## src/rtl/voting_tally_ctrl.sv

```systemverilog
// Serial ballot collector: dedups voter ids, tallies yes/no, decides strict majority.
// Latency: last ballot or close -> one DECIDE cycle -> done on the following edge.
// Backpressure: ballot_ready is high only while collecting; rejected ballots are still consumed.
module voting_tally_ctrl #(
  parameter int unsigned NUM_VOTERS = 8,
  parameter int unsigned ID_W       = $clog2(NUM_VOTERS),
  parameter int unsigned CNT_W      = $clog2(NUM_VOTERS + 1)
) (
  input  logic             clk,
  input  logic             rst_n,
  input  logic             start,
  input  logic             close,
  input  logic             ballot_valid,
  output logic             ballot_ready,
  input  logic [ID_W-1:0]  ballot_id,
  input  logic             ballot_vote,
  output logic             busy,
  output logic             done,
  output logic             result,
  output logic             tie,
  output logic [CNT_W-1:0] yes_cnt,
  output logic [CNT_W-1:0] no_cnt,
  output logic             dup_err
);

  typedef enum logic [1:0] {
    S_IDLE,
    S_COLLECT,
    S_DECIDE,
    S_DONE
  } state_t;

  state_t                state_q, state_d;
  logic [NUM_VOTERS-1:0] mask_q, mask_d;
  logic [CNT_W-1:0]      yes_q, yes_d, no_q, no_d;
  logic                  result_q, result_d, tie_q, tie_d, dup_q, dup_d;
  logic                  id_ok;

  // With a power-of-two voter count every encodable id is a real voter.
  generate
    if (NUM_VOTERS == (1 << ID_W)) begin : g_id_full
      assign id_ok = 1'b1;
    end else begin : g_id_part
      assign id_ok = (32'(ballot_id) < NUM_VOTERS);
    end
  endgenerate

  always_comb begin
    state_d  = state_q;
    mask_d   = mask_q;
    yes_d    = yes_q;
    no_d     = no_q;
    result_d = result_q;
    tie_d    = tie_q;
    dup_d    = 1'b0;
    case (state_q)
      S_IDLE, S_DONE: begin
        if (start) begin
          state_d  = S_COLLECT;
          mask_d   = '0;
          yes_d    = '0;
          no_d     = '0;
          result_d = 1'b0;
          tie_d    = 1'b0;
        end
      end
      S_COLLECT: begin
        if (ballot_valid) begin
          if (id_ok && !mask_q[ballot_id]) begin
            mask_d = mask_q | (NUM_VOTERS'(1) << ballot_id);
            if (ballot_vote) yes_d = yes_q + 1'b1;
            else             no_d  = no_q + 1'b1;
          end else begin
            dup_d = 1'b1;
          end
        end
        // Looking at the post-update mask lets the final ballot close the election on its own edge.
        if (close || (&mask_d)) state_d = S_DECIDE;
      end
      S_DECIDE: begin
        result_d = (yes_q > no_q);
        tie_d    = (yes_q == no_q);
        state_d  = S_DONE;
      end
      default: state_d = S_IDLE;
    endcase
  end

  always_ff @(posedge clk or negedge rst_n) begin
    if (!rst_n) begin
      state_q  <= S_IDLE;
      mask_q   <= '0;
      yes_q    <= '0;
      no_q     <= '0;
      result_q <= 1'b0;
      tie_q    <= 1'b0;
      dup_q    <= 1'b0;
    end else begin
      state_q  <= state_d;
      mask_q   <= mask_d;
      yes_q    <= yes_d;
      no_q     <= no_d;
      result_q <= result_d;
      tie_q    <= tie_d;
      dup_q    <= dup_d;
    end
  end

  assign ballot_ready = (state_q == S_COLLECT);
  assign busy         = (state_q == S_COLLECT) || (state_q == S_DECIDE);
  assign done         = (state_q == S_DONE);
  assign result       = result_q;
  assign tie          = tie_q;
  assign yes_cnt      = yes_q;
  assign no_cnt       = no_q;
  assign dup_err      = dup_q;

endmodule

```

## config.mk

```make
export PLATFORM = sky130hd
export DESIGN_NAME = voting_tally_ctrl
export DESIGN_NICKNAME = d
export VERILOG_FILES = /design/src/rtl/voting_tally_ctrl.sv
export SDC_FILE = /design/constraint.sdc
export NUM_CORES = 1
export LEC_CHECK = 0
export ABC_AREA = 1
export CORE_UTILIZATION = 45
export DETAILED_ROUTE_END_ITERATION = 16
export PLACE_DENSITY_LB_ADDON = 0.1
export RECOVER_POWER = 25
export SLEW_MARGIN = 20
export SYNTH_ARGS = -nofsm -noshare
export SYNTH_HDL_FRONTEND = slang
export SYNTH_SLANG_ARGS = --single-unit
```

## constraint.sdc

```tcl
create_clock -name clk -period 1.7 [get_ports clk]
set_input_delay 0.17 -clock clk [delete_from_list [all_inputs] [get_ports clk]]
set_output_delay 0.17 -clock clk [all_outputs]
set_load 0.03 [all_outputs]
```

==> Flow_metrics.wiki, run 1 <==
{| class="wikitable"
! Metric !! Value
|-
| Status || complete, no violations
|-
| CTS Buffer Depth || 2
|-
| Net switching fraction of the power || 48.78%
|-
| Worst Hold Launch || mask_q[3]
|-
| Vias after detailed routing || 1226
|-
| TritonCTS Buffers || 3
|-
| Global-route wire length before repair || 5402 µm
|-
| Detailed Routing Iterations Pass 1 || 4
|-
| Cell depth of the worst hold path || 2
|-
| #FFs+latches synth || 21
|-
| Series of cell instances along the critical path || clkdlybuf4s50_1
|-
| Required time at the worst-slack endpoint || 1.53 ns
|-
| Routed WL || 3054 µm
|-
| PwrDens || ~1500 nW/µm²
|-
| Highest clock frequency the design can meet || 605.6 MHz
|-
| Number of H-tree branching levels || 1
|-
| Detailed-route vias per instance || 4.984
|-
| Core utilization of the finished layout || 59.47%
|-
| Number of max-slew violations in the final report || 0
|-
| Boundary pin count || 23
|-
| Number of maximum-capacitance violations || 0
|-
| Final number of setup-violating endpoints || 0
|-
| Number of distinct library cell variants in the gate-level netlist after synthesis || 30
|-
| Average wire length per cell after detail routing || ~12 µm
|-
| Combinational cell fraction of total power || 63.4%
|-
| Overall Global Routing Usage || 20.33%
|-
| Core area || 3053 µm²
|-
| Horiz. Die Dim || roughly 60 µm
|-
| P_int || around 0.0014 W
|-
| Fraction of layout cells with a size suffix above 1 || 25.74%
|-
| Worst-case setup margin in the final layout || 0.04870 ns
|-
| Setup crit start kind || flip-flop
|-
| Sequential-to-total area share from yosys stat || 36.24%
|-
| Worst Reg2Reg Path Length in Cells || 9
|-
| Hold/Removal Path Class || reg2reg
|-
| Layout fillers || between 200 and 300
|-
| DRT iter0 DRCs || 44
|-
| Pin count of the biggest net entering global routing || 22
|-
| Setup repair after global routing missed its margin || no
|-
| Reg2Reg Launch Point || state_q[1]
|-
| Total of hold buffers inserted after clock tree synthesis || 0
|-
| Vias in the first global route || between 1000 and 1500
|-
| Antenna-violating nets left || 0
|-
| Worst-margin pin slew || 1.164 ns
|-
| Switching power summed over all nets || 0.001344 W
|-
| Post-Syn Nets || 189
|-
| Number of diodes added for antenna fixing || 0
|-
| Syn Area/Cell || 8.530 µm²
|-
| Gp weighted congestion || 0.8753
|-
| Netlist area before placement || 1450 µm²
|-
| Post-Synthesis Cells || 170
|-
| Kind of critical path || reg2out
|-
| Part of the power in the clock network || 9.0%
|-
| Root Buffer || sky130_fd_sc_hd__clkbuf_4
|-
| Worst-case vdd ir drop || 1.230 mV
|-
| Period utilization || between 90% and 100%
|-
| Arrival time worst endpoint || 1.48 ns
|-
| Post-DP HPWL || 2327 µm
|-
| Standard cell with the maximum stage delay on the critical path || sky130_fd_sc_hd__clkdlybuf4s50_1
|-
| Die area || 3453 µm²
|-
| Antenna violations before repair || 0
|-
| Total count of hold-check failures in the final report || 0
|-
| Register share of total power || 27.6%
|-
| Area delta synth->final || 25.19%
|-
| Die Y-Extent || 58.77 µm
|-
| GR Overflow Total || 0
|-
| Terminating pin of the worst hold path || mask_q[3]
|-
| Biggest fanout along the worst timing path || 5
|-
| Number of rows created at floorplan || 20
|-
| Leading area contributor after synthesis || sky130_fd_sc_hd__dfrtp_1
|-
| Worst-case register-to-register setup slack || about 0.11 ns
|-
| DR DRC count || 0
|-
| PortBufs || 22
|-
| Dominant delay contributor by cell family on the critical path || buffers and inverters
|-
| CTS clock-pin slew for the worst setup and hold paths || 0.13 ns
|-
| Synth top area share || 36.24%
|-
| Final min period || 1.651 ns
|-
| Largest clock skew in the final design || ~0.0015 ns
|-
| Clock tree from TritonCTS || yes
|-
| Area used by multi-input combinational logic || 822.0 µm²
|-
| Clk sink count || 21
|-
| Clk Latency, worst-skew pair || approximately 0.30 ns
|-
| Net count reported at finish || 222
|-
| Hold Slack || 0.5155 ns
|-
| YS warnings || 0
|-
| Max-slew headroom at the worst pin || 22.42%
|-
| Reg area || 526.8 µm²
|-
| Area contributors post-synth || sky130_fd_sc_hd__dfrtp_1 (36%), sky130_fd_sc_hd__ha_1 (8.6%), sky130_fd_sc_hd__nand2_1 (7.5%), sky130_fd_sc_hd__inv_1 (5.4%), sky130_fd_sc_hd__nand3_1 (4.8%)
|-
| Static leakage || 0.8633 nW
|-
| Crit. End Element || output pin
|-
| Effective utilization at floorplan || about 48%
|-
| Capturing point of the worst reg2reg path || no_cnt[2]
|-
| Delay of the slowest cell on the worst path || 0.71 ns
|-
| Post-Place Worst Slack || -0.09142 ns
|-
| Buffers plus inverters on the worst setup path || 1
|}
==> synth_stat cells (all sizes together) <==
master,number
o21ai,17
nand3,18
a211oi,1
dfrtp,21
a21oi,5
buf,2
nor2,13
xor2,3
inv,26
nand4,2
or2,4
a21boi,1
nand2,36
clkbuf,1
a32o,1
o21bai,4
o211ai,1
xnor2,1
a22oi,3
ha,10
==> cells by family (layout without fill, tap and decap cells) <==
group,Yosys count,in the layout,share of synthesized area (%)
buffers and inverters,29,61,8.801
AO/OA/AOI/OAI,33,33,16.39
AND/OR/NAND/NOR,73,73,27.52
adder cells (fa/ha/maj),10,10,8.628
flip-flops,21,21,36.24
XOR/XNOR,4,4,2.416
==> metal layers <==
metal,vias up,GRT usage [%],routed length [µm]
met2,24,31.66,1382
li1,624,-,-
met3,2,2.418,108
met4,0,5.102,18
met1,576,29.92,1545
met5,-,0,0
==> cells in the final DEF, fill, tap and decap left out, types with 2 or more instances in the layout <==
| master | instances |
|---|---|
| sky130_fd_sc_hd__o21ai_2 | 6 |
| sky130_fd_sc_hd__dlymetal6s2s_1 | 2 |
| sky130_fd_sc_hd__o21bai_2 | 2 |
| sky130_fd_sc_hd__clkbuf_4 | 3 |
| sky130_fd_sc_hd__nor2_4 | 3 |
| sky130_fd_sc_hd__o21ai_1 | 7 |
| sky130_fd_sc_hd__ha_4 | 2 |
| sky130_fd_sc_hd__nor2_1 | 7 |
| sky130_fd_sc_hd__nor2_2 | 3 |
| sky130_fd_sc_hd__buf_4 | 9 |
| sky130_fd_sc_hd__nand4_1 | 2 |
| sky130_fd_sc_hd__nand3_1 | 14 |
| sky130_fd_sc_hd__inv_2 | 5 |
| sky130_fd_sc_hd__nand2_2 | 6 |
| sky130_fd_sc_hd__nand3_4 | 2 |
| sky130_fd_sc_hd__inv_1 | 20 |
| sky130_fd_sc_hd__dlygate4sd2_1 | 2 |
| sky130_fd_sc_hd__o21bai_1 | 2 |
| sky130_fd_sc_hd__ha_1 | 8 |
| sky130_fd_sc_hd__a22oi_1 | 3 |
| sky130_fd_sc_hd__clkdlybuf4s50_1 | 16 |
| sky130_fd_sc_hd__o21ai_0 | 4 |
| sky130_fd_sc_hd__dfrtp_1 | 20 |
| sky130_fd_sc_hd__xor2_1 | 3 |
| sky130_fd_sc_hd__nand2_1 | 29 |
| sky130_fd_sc_hd__a21oi_1 | 5 |
| sky130_fd_sc_hd__or2_2 | 4 |
| sky130_fd_sc_hd__nand3_2 | 2 |
==> tightest hold or removal path: cells and delay by family (launching register included) <==
family,cells,cell delay [ns]
AOI/OAI and AO/OA,1,0.08
DFF,1,0.36
buffers and inverters,1,0.05
==> worst max-delay path by stage <==
stage                            start          to  depth (start not counted)
after floorplan             state_q[0]  yes_cnt[2]                         10
after global placement    ballot_id[1]  state_q[1]                         11
after detailed placement  ballot_id[1]  state_q[1]                         11
after CTS                   yes_cnt[2]  yes_cnt[2]                          1
after global routing        state_q[1]   no_cnt[0]                          9
final                       yes_cnt[1]  yes_cnt[1]                          1
==> registers in the layout, indices dropped and copies added (netlist names) <==
register,cells
no_cnt,4
mask_q,8
dup_err,1
state_q,2
result,1
yes_cnt,4
tie,1
==> power by group through the flow <==
stage / Clock, W / Sequential [W] / Combinational (W)
4_1_cts: 0.000257 / 0.000762 / 0.00173
6_report: 0.000249 / 0.000760 / 0.00175
5_1_grt: 0.000272 / 0.000781 / 0.00197
3_5_place_dp: 0 / 0.000773 / 0.00174
2_1_floorplan: 0 / 0.000841 / 0.00117
3_3_place_gp: 0 / 0.000763 / 0.00171
==> cell type report <==
class                      count  area share (%)
timing repair buffer          31           15.64
multi-input combinational    120           45.28
clock inverter                 1          0.2757
tap                           44           3.032
sequential                    21           29.01
clock buffer                   3           1.241
inverter                      26           5.513
==> per-stage QoR <==
step | instances | power (W) | instance area [µm²] | setup TNS [ns]
after CTS | 244 | 0.002753 | 1798 | 0
after global placement | 240 | 0.002470 | 1773 | -0.01596
after global routing | 246 | 0.003019 | 1815 | 0
after floorplan | 170 | 0.002013 | 1478 | 0
final | 246 | 0.002756 | 1815 | 0
after detailed placement | 240 | 0.002513 | 1773 | -0.2186
==> timing repair <==
| item | CTS | global route |
|---|---|---|
| gates resized for setup | 2 | 3 |
| setup endpoints to repair | 2 | 10 |
| pin swaps | 0 | 2 |
| buffers inserted | 0 | 2 |
| endpoints found under the hold margin | 0 | 0 |
Power figures use the tool's default switching activity.
==> run 2: changes to the inputs <==
- CORE_MARGIN: default -> 2
- REMOVE_ABC_BUFFERS: default -> 1
==> run 2 against run 1 <==
  * Hold slack gained 0.018 ns
  * Setup slack better by 0.019 ns
  * Clock skew increased by 0.0016 ns
==> Flow_metrics.wiki, run 2 (synthesis results as in run 1) <==
{| class="wikitable"
! Metric !! Value
|-
| Average wire length per cell after detail routing || 12.85 µm (was 12.41 µm)
|-
| Highest-count cells in the layout ignoring fill and taps || sky130_fd_sc_hd__nand2_1 (29), sky130_fd_sc_hd__inv_1 (21), sky130_fd_sc_hd__dfrtp_1 (21) (was sky130_fd_sc_hd__nand2_1 (29), sky130_fd_sc_hd__inv_1 (20), sky130_fd_sc_hd__dfrtp_1 (20))
|-
| Clk sink count || 21 (unchanged)
|-
| Layout fillers || 297 (was 298)
|-
| Total of hold buffers inserted after clock tree synthesis || 0 (unchanged)
|-
| Gp weighted congestion || 0.8203 (was 0.8753)
|-
| Net count reported at finish || 224 (was 222)
|-
| Global-route wire length before repair || 5382 µm (was 5402 µm)
|-
| Number of flip-flops in the largest register || 8 (unchanged)
|-
| Max-slew headroom at the worst pin || 20.66% (was 22.42%)
|-
| Static leakage || 0.8914 nW (was 0.8633 nW)
|-
| Largest clock skew in the final design || 0.003111 ns (was 0.001499 ns)
|-
| Vias after detailed routing || 1231 (was 1226)
|-
| Setup crit start kind || flip-flop (unchanged)
|-
| Met2 WL || 1437 µm (was 1382 µm)
|-
| Most frequent standard cell in the layout excluding fill and tap cells || sky130_fd_sc_hd__nand2_1 (unchanged)
|-
| Setup repair after global routing missed its margin || yes (was no)
|-
| Routed metal-1 wirelength || 1541 µm (was 1545 µm)
|-
| Clock tree from TritonCTS || yes (unchanged)
|-
| Vias in the first global route || 1189 (was 1163)
|-
| Reg area || 525.5 µm² (was 526.8 µm²)
|-
| Arrival time worst endpoint || 1.84 ns (was 1.48 ns)
|-
| Number of placed instances, taps included || 241 (was 240)
|-
| Final std cells w/o fill || 248 (was 246)
|-
| Number of maximum-capacitance violations || 0 (unchanged)
|-
| Die area || 3692 µm² (was 3453 µm²)
|-
| Worst-case setup margin in the final layout || 0.06778 ns (was 0.04870 ns)
|-
| Total length of routed met3 wires || 191 µm (was 108 µm)
|-
| PwrDens || 1541 nW/µm² (was 1518 nW/µm²)
|-
| CTS clock-pin slew for the worst setup and hold paths || 0.12 ns (was 0.13 ns)
|-
| Detailed Routing Iterations Pass 1 || 4 (unchanged)
|-
| CTS Buffer Depth || 2 (unchanged)
|-
| Period utilization || 96.01% (was 97.14%)
|-
| Final number of setup-violating endpoints || 0 (unchanged)
|-
| Antenna-violating nets left || 0 (unchanged)
|-
| Area used by multi-input combinational logic || 807.0 µm² (was 822.0 µm²)
|-
| Total count of hold-check failures in the final report || 0 (unchanged)
|-
| Status || complete, no violations (unchanged)
|-
| Effective utilization at floorplan || 47.50% (unchanged)
|-
| Number of H-tree branching levels || 1 (unchanged)
|-
| Horiz. Die Dim || 60.77 µm (was 58.77 µm)
|-
| Post-Place Worst Slack || -0.05901 ns (was -0.09142 ns)
|-
| Hold/Removal Path Class || reg2reg (unchanged)
|-
| Worst-case vdd ir drop || 1.560 mV (was 1.230 mV)
|-
| Detailed-route vias per instance || 4.964 (was 4.984)
|-
| Hold Slack || 0.5335 ns (was 0.5155 ns)
|-
| Largest register by flop count || mask_q (unchanged)
|-
| Highest clock frequency the design can meet || 612.7 MHz (was 605.6 MHz)
|-
| Root Buffer || sky130_fd_sc_hd__clkbuf_4 (unchanged)
|-
| Post-DP HPWL || 2408 µm (was 2327 µm)
|-
| DRT iter0 DRCs || 38 (was 44)
|-
| Number of diodes added for antenna fixing || 0 (unchanged)
|-
| Clk Latency, worst-skew pair || 0.30 ns (about the same)
|-
| Core utilization of the finished layout || 59.55% (was 59.47%)
|-
| Required time at the worst-slack endpoint || 1.90 ns (was 1.53 ns)
|-
| Uppermost routed layer || met4 (unchanged)
|-
| Antenna violations before repair || 0 (unchanged)
|-
| PortBufs || 22 (unchanged)
|-
| Crit. End Element || flip-flop (was output pin)
|-
| Fraction of layout cells with a size suffix above 1 || 24.51% (was 25.74%)
|-
| Area delta synth->final || 25.37% (was 25.19%)
|-
| DR DRC count || 0 (unchanged)
|-
| Setup TNS Final || 0 ns (unchanged)
|-
| Core area || 3053 µm² (unchanged)
|-
| Boundary pin count || 23 (unchanged)
|-
| GR Overflow Total || 0 (unchanged)
|-
| Die Y-Extent || 60.77 µm (was 58.77 µm)
|-
| TritonCTS Buffers || 3 (unchanged)
|-
| Worst-margin pin slew || 1.190 ns (was 1.164 ns)
|-
| Final min period || 1.632 ns (was 1.651 ns)
|-
| Number of rows created at floorplan || 20 (unchanged)
|-
| Overall Global Routing Usage || 19.49% (was 20.33%)
|-
| Biggest fanout along the worst timing path || 8 (was 5)
|-
| Routed WL || 3186 µm (was 3054 µm)
|-
| Number of max-slew violations in the final report || 0 (unchanged)
|-
| Kind of critical path || reg2reg (was reg2out)
|-
| Pin count of the biggest net entering global routing || 22 (unchanged)
|}
==> run 2: metal layers <==
layer	track usage, %	vias to the layer above
met2	30.26	30
met5	0	-
met1	27.60	573
met4	6.211	0
li1	-	626
met3	3.412	2
==> run 2: worst paths after layout <==
check | start | endpoint | depth (start not counted) | slack, ns
worst max-delay path | state_q[1] | yes_cnt[2] | 9 | 0.07
worst min-delay path | result | result | 2 | 0.53
worst max register to register | state_q[1] | yes_cnt[2] | 9 | 0.07
worst min register to register | result | result | 2 | 0.53
max in group asynchronous | rst_n | state_q[1] | 2 | 0.38
min in group asynchronous | rst_n | mask_q[1] | 2 | 0.62
==> run 2: timing repair <==
action | CTS | global route
gates resized for setup | 1 | 7
pin swaps | 0 | 1
setup buffers | 0 | 3
setup endpoints to repair | 1 | 12
==> run 2: through the flow <==
stage / cell area (µm²) / total power, W
floorplan: 1420 / 0.001888
global route: 1818 / 0.003056
global placement: 1750 / 0.002402
detailed placement: 1750 / 0.002436
finish: 1818 / 0.002802
CTS: 1775 / 0.002681
==> run 2: worst max-delay path, cell delays in order (launching register included) <==
cell and delay (ns):
sky130_fd_sc_hd__dfrtp_1 0.43, sky130_fd_sc_hd__ha_1 0.32, sky130_fd_sc_hd__inv_2 0.12, sky130_fd_sc_hd__nor2_4 0.05, sky130_fd_sc_hd__nor2_4 0.11, sky130_fd_sc_hd__nor2_4 0.05, sky130_fd_sc_hd__a211oi_4 0.19, sky130_fd_sc_hd__nand2_4 0.14
sky130_fd_sc_hd__nand2_2 0.08, sky130_fd_sc_hd__o21ai_2 0.05
==> run 2: area by class of cell <==
type                       count  share of cell area (%)
tap                           44                   3.028
clock buffer                   4                   1.445
inverter                      26                   5.506
multi-input combinational    120                   44.39
timing repair buffer          33                   16.72
sequential                    21                   28.91
==> run 2: power breakdown <==
group / internal, W / leakage, nW / switching [W] / total (W)
Clock: 0.0000913 / 0.0150 / 0.000150 / 0.000242
Combinational: 0.000722 / 0.595 / 0.00109 / 0.00181
Sequential: 0.000636 / 0.281 / 0.000114 / 0.000750
==> run 3: changes to the inputs <==
- SLEW_MARGIN: 20 -> 10
- TNS_END_PERCENT: default -> 20
==> run 3 against run 2 <==
  * Clock skew decreased by 0.0014 ns
  * Non-clock buffer count shrank 2
  * Cell area fell by 0.83%
  * Cell count down 0.81%
  * Highest routed layer unchanged
==> Flow_metrics.wiki, run 3 (synthesis results as in run 1) <==
{| class="wikitable"
! Metric !! Value
|-
| Buffers plus inverters on the worst setup path || 1 (unchanged)
|-
| Clock tree from TritonCTS || yes (unchanged)
|-
| Net count reported at finish || 222 (was 224)
|-
| Core area || 3053 µm² (unchanged)
|-
| Most frequent standard cell in the layout excluding fill and tap cells || sky130_fd_sc_hd__nand2_1 (unchanged)
|-
| Highest-count cells in the layout ignoring fill and taps || sky130_fd_sc_hd__nand2_1 (29), sky130_fd_sc_hd__inv_1 (21), sky130_fd_sc_hd__dfrtp_1 (21) (unchanged)
|-
| Detailed Routing Iterations Pass 1 || 4 (unchanged)
|-
| Kind of critical path || reg2out (was reg2reg)
|-
| Average wire length per cell after detail routing || 12.67 µm (was 12.85 µm)
|-
| Setup crit start kind || flip-flop (unchanged)
|-
| Highest clock frequency the design can meet || 615.8 MHz (was 612.7 MHz)
|-
| Number of flip-flops in the largest register || 8 (unchanged)
|-
| CTS clock-pin slew for the worst setup and hold paths || 0.11 ns (was 0.12 ns)
|-
| PwrDens || 1505 nW/µm² (was 1541 nW/µm²)
|-
| Crit. End Element || output pin (was flip-flop)
|-
| Setup repair after global routing missed its margin || yes (unchanged)
|-
| Max-slew headroom at the worst pin || 21.32% (was 20.66%)
|-
| Total of hold buffers inserted after clock tree synthesis || 0 (unchanged)
|-
| Detailed-route vias per instance || 4.972 (was 4.964)
|-
| Antenna violations before repair || 0 (unchanged)
|-
| Final number of setup-violating endpoints || 0 (unchanged)
|-
| Antenna-violating nets left || 0 (unchanged)
|-
| Area delta synth->final || 24.33% (was 25.37%)
|-
| Fraction of layout cells with a size suffix above 1 || 23.76% (was 24.51%)
|-
| Cell depth of the worst hold path || 2 (unchanged)
|-
| Gp weighted congestion || 0.8203 (unchanged)
|-
| Horiz. Die Dim || 60.77 µm (unchanged)
|-
| Hold/Removal Path Class || reg2reg (unchanged)
|-
| Overall Global Routing Usage || 19.49% (unchanged)
|-
| Layout fillers || 300 (was 297)
|-
| TritonCTS Buffers || 3 (unchanged)
|-
| Clk sink count || 21 (unchanged)
|-
| Routed WL || 3117 µm (was 3186 µm)
|-
| DRT iter0 DRCs || 39 (was 38)
|-
| Number of maximum-capacitance violations || 0 (unchanged)
|-
| Global-route wire length before repair || 5382 µm (unchanged)
|-
| Root Buffer || sky130_fd_sc_hd__clkbuf_4 (unchanged)
|-
| Hold Slack || 0.5323 ns (was 0.5335 ns)
|-
| Number of diodes added for antenna fixing || 0 (unchanged)
|-
| GR Overflow Total || 0 (unchanged)
|-
| Vias in the first global route || 1189 (unchanged)
|-
| Status || complete, no violations (unchanged)
|-
| Series of cell instances along the critical path || clkdlybuf4s50_1 (was ha_1 > inv_2 > nor2_4 > nor2_4 > nor2_4 > a211oi_4 > nand2_4 > nand2_2 > o21ai_2)
|-
| DR DRC count || 0 (unchanged)
|-
| Required time at the worst-slack endpoint || 1.53 ns (was 1.90 ns)
|-
| Number of max-slew violations in the final report || 0 (unchanged)
|-
| Delay of the slowest cell on the worst path || 0.70 ns (was 0.43 ns)
|-
| Biggest fanout along the worst timing path || 5 (was 8)
|-
| Static leakage || 0.8818 nW (was 0.8914 nW)
|-
| Worst Reg2Reg Path Length in Cells || 8 (was 9)
|-
| Vias after detailed routing || 1223 (was 1231)
|-
| Boundary pin count || 23 (unchanged)
|-
| CTS Buffer Depth || 2 (unchanged)
|-
| Core utilization of the finished layout || 59.06% (was 59.55%)
|-
| Die Y-Extent || 60.77 µm (unchanged)
|-
| Standard cell with the maximum stage delay on the critical path || sky130_fd_sc_hd__clkdlybuf4s50_1 (was sky130_fd_sc_hd__dfrtp_1)
|-
| Number of rows created at floorplan || 20 (unchanged)
|-
| Period utilization || 95.53% (was 96.01%)
|-
| Dominant delay contributor by cell family on the critical path || buffers and inverters (was simple AND/OR/NAND/NOR gates)
|-
| PortBufs || 22 (unchanged)
|-
| Total count of hold-check failures in the final report || 0 (unchanged)
|-
| Effective utilization at floorplan || 47.50% (unchanged)
|-
| Largest register by flop count || mask_q (unchanged)
|-
| Largest clock skew in the final design || 0.001707 ns (was 0.003111 ns)
|-
| Number of H-tree branching levels || 1 (unchanged)
|-
| Logic depth of the worst path, buffers included || 1 (was 9)
|-
| Die area || 3692 µm² (unchanged)
|-
| Final min period || 1.624 ns (was 1.632 ns)
|-
| Post-DP HPWL || 2408 µm (unchanged)
|-
| Worst-margin pin slew || 1.180 ns (was 1.190 ns)
|-
| Clk Latency, worst-skew pair || 0.29 ns (was 0.30 ns)
|-
| Arrival time worst endpoint || 1.45 ns (was 1.84 ns)
|-
| Pin count of the biggest net entering global routing || 22 (unchanged)
|-
| Worst-case vdd ir drop || 1.579 mV (was 1.560 mV)
|}
==> run 3: cell types whose count changed in the layout (fill, tap and decap cells not counted), sizes merged <==
cell / previous run / this run
buf: 12 / 10
==> run 3: stage by stage <==
step | TNS [ns] | instances | area (µm²) | setup slack (ns) | power, W
after detailed placement | -0.1421 | 241 | 1750 | -0.05901 | 0.002436
after global placement | 0 | 241 | 1750 | 0.005363 | 0.002402
after CTS | 0 | 245 | 1775 | 0.03242 | 0.002681
after floorplan | -2.058 | 167 | 1420 | -0.2905 | 0.001888
after global routing | -0.07361 | 246 | 1803 | -0.02209 | 0.002969
final | 0 | 246 | 1803 | 0.07597 | 0.002713
==> run 3: worst paths after layout <==
kind,startpoint,endpoint,slack (ns)
setup / recovery,yes_cnt[0],yes_cnt[0],0.08
min in group asynchronous,rst_n,mask_q[1],0.61
hold reg to reg,result,result,0.53
max in group asynchronous,rst_n,no_cnt[0],0.39
hold / removal,result,result,0.53
setup reg to reg,state_q[0],yes_cnt[2],0.08
==> run 3: metal layers <==
metal  vias to the layer above  GRT usage, %  part of all wire [%]
met5                         -             0                     0
met4                         0         6.211                  0.48
met3                         2         3.412                   5.6
met2                        32         30.26                    44
met1                       563         27.60                    49
li1                        626             -                     -
==> run 3: repair_timing <==
item | CTS | global route
gates cloned | 0 | 0
endpoints found under the setup margin | 1 | 12
buffers inserted | 0 | 1
hold endpoints to repair | 0 | 0
resized for setup | 1 | 7
pin swaps | 0 | 1
==> run 3: power by group <==
part	switching, W	leakage (nW)	total, W	internal (W)
Sequential	0.000113	0.281	0.000749	0.000636
Combinational	0.00106	0.586	0.00173	0.000665
Clock	0.000147	0.0150	0.000239	0.0000912
==> run 3: layout make-up <==
class / instances / area [µm²] / area share (%)
Timing Repair Buffer: 31 / 289.0 / 16.03
Multi-Input combinational cell: 120 / 807.0 / 44.76
Tap cell: 44 / 55.05 / 3.053
Sequential cell: 21 / 525.5 / 29.15
Inverter: 26 / 100.1 / 5.552
Clock buffer: 4 / 26.28 / 1.457
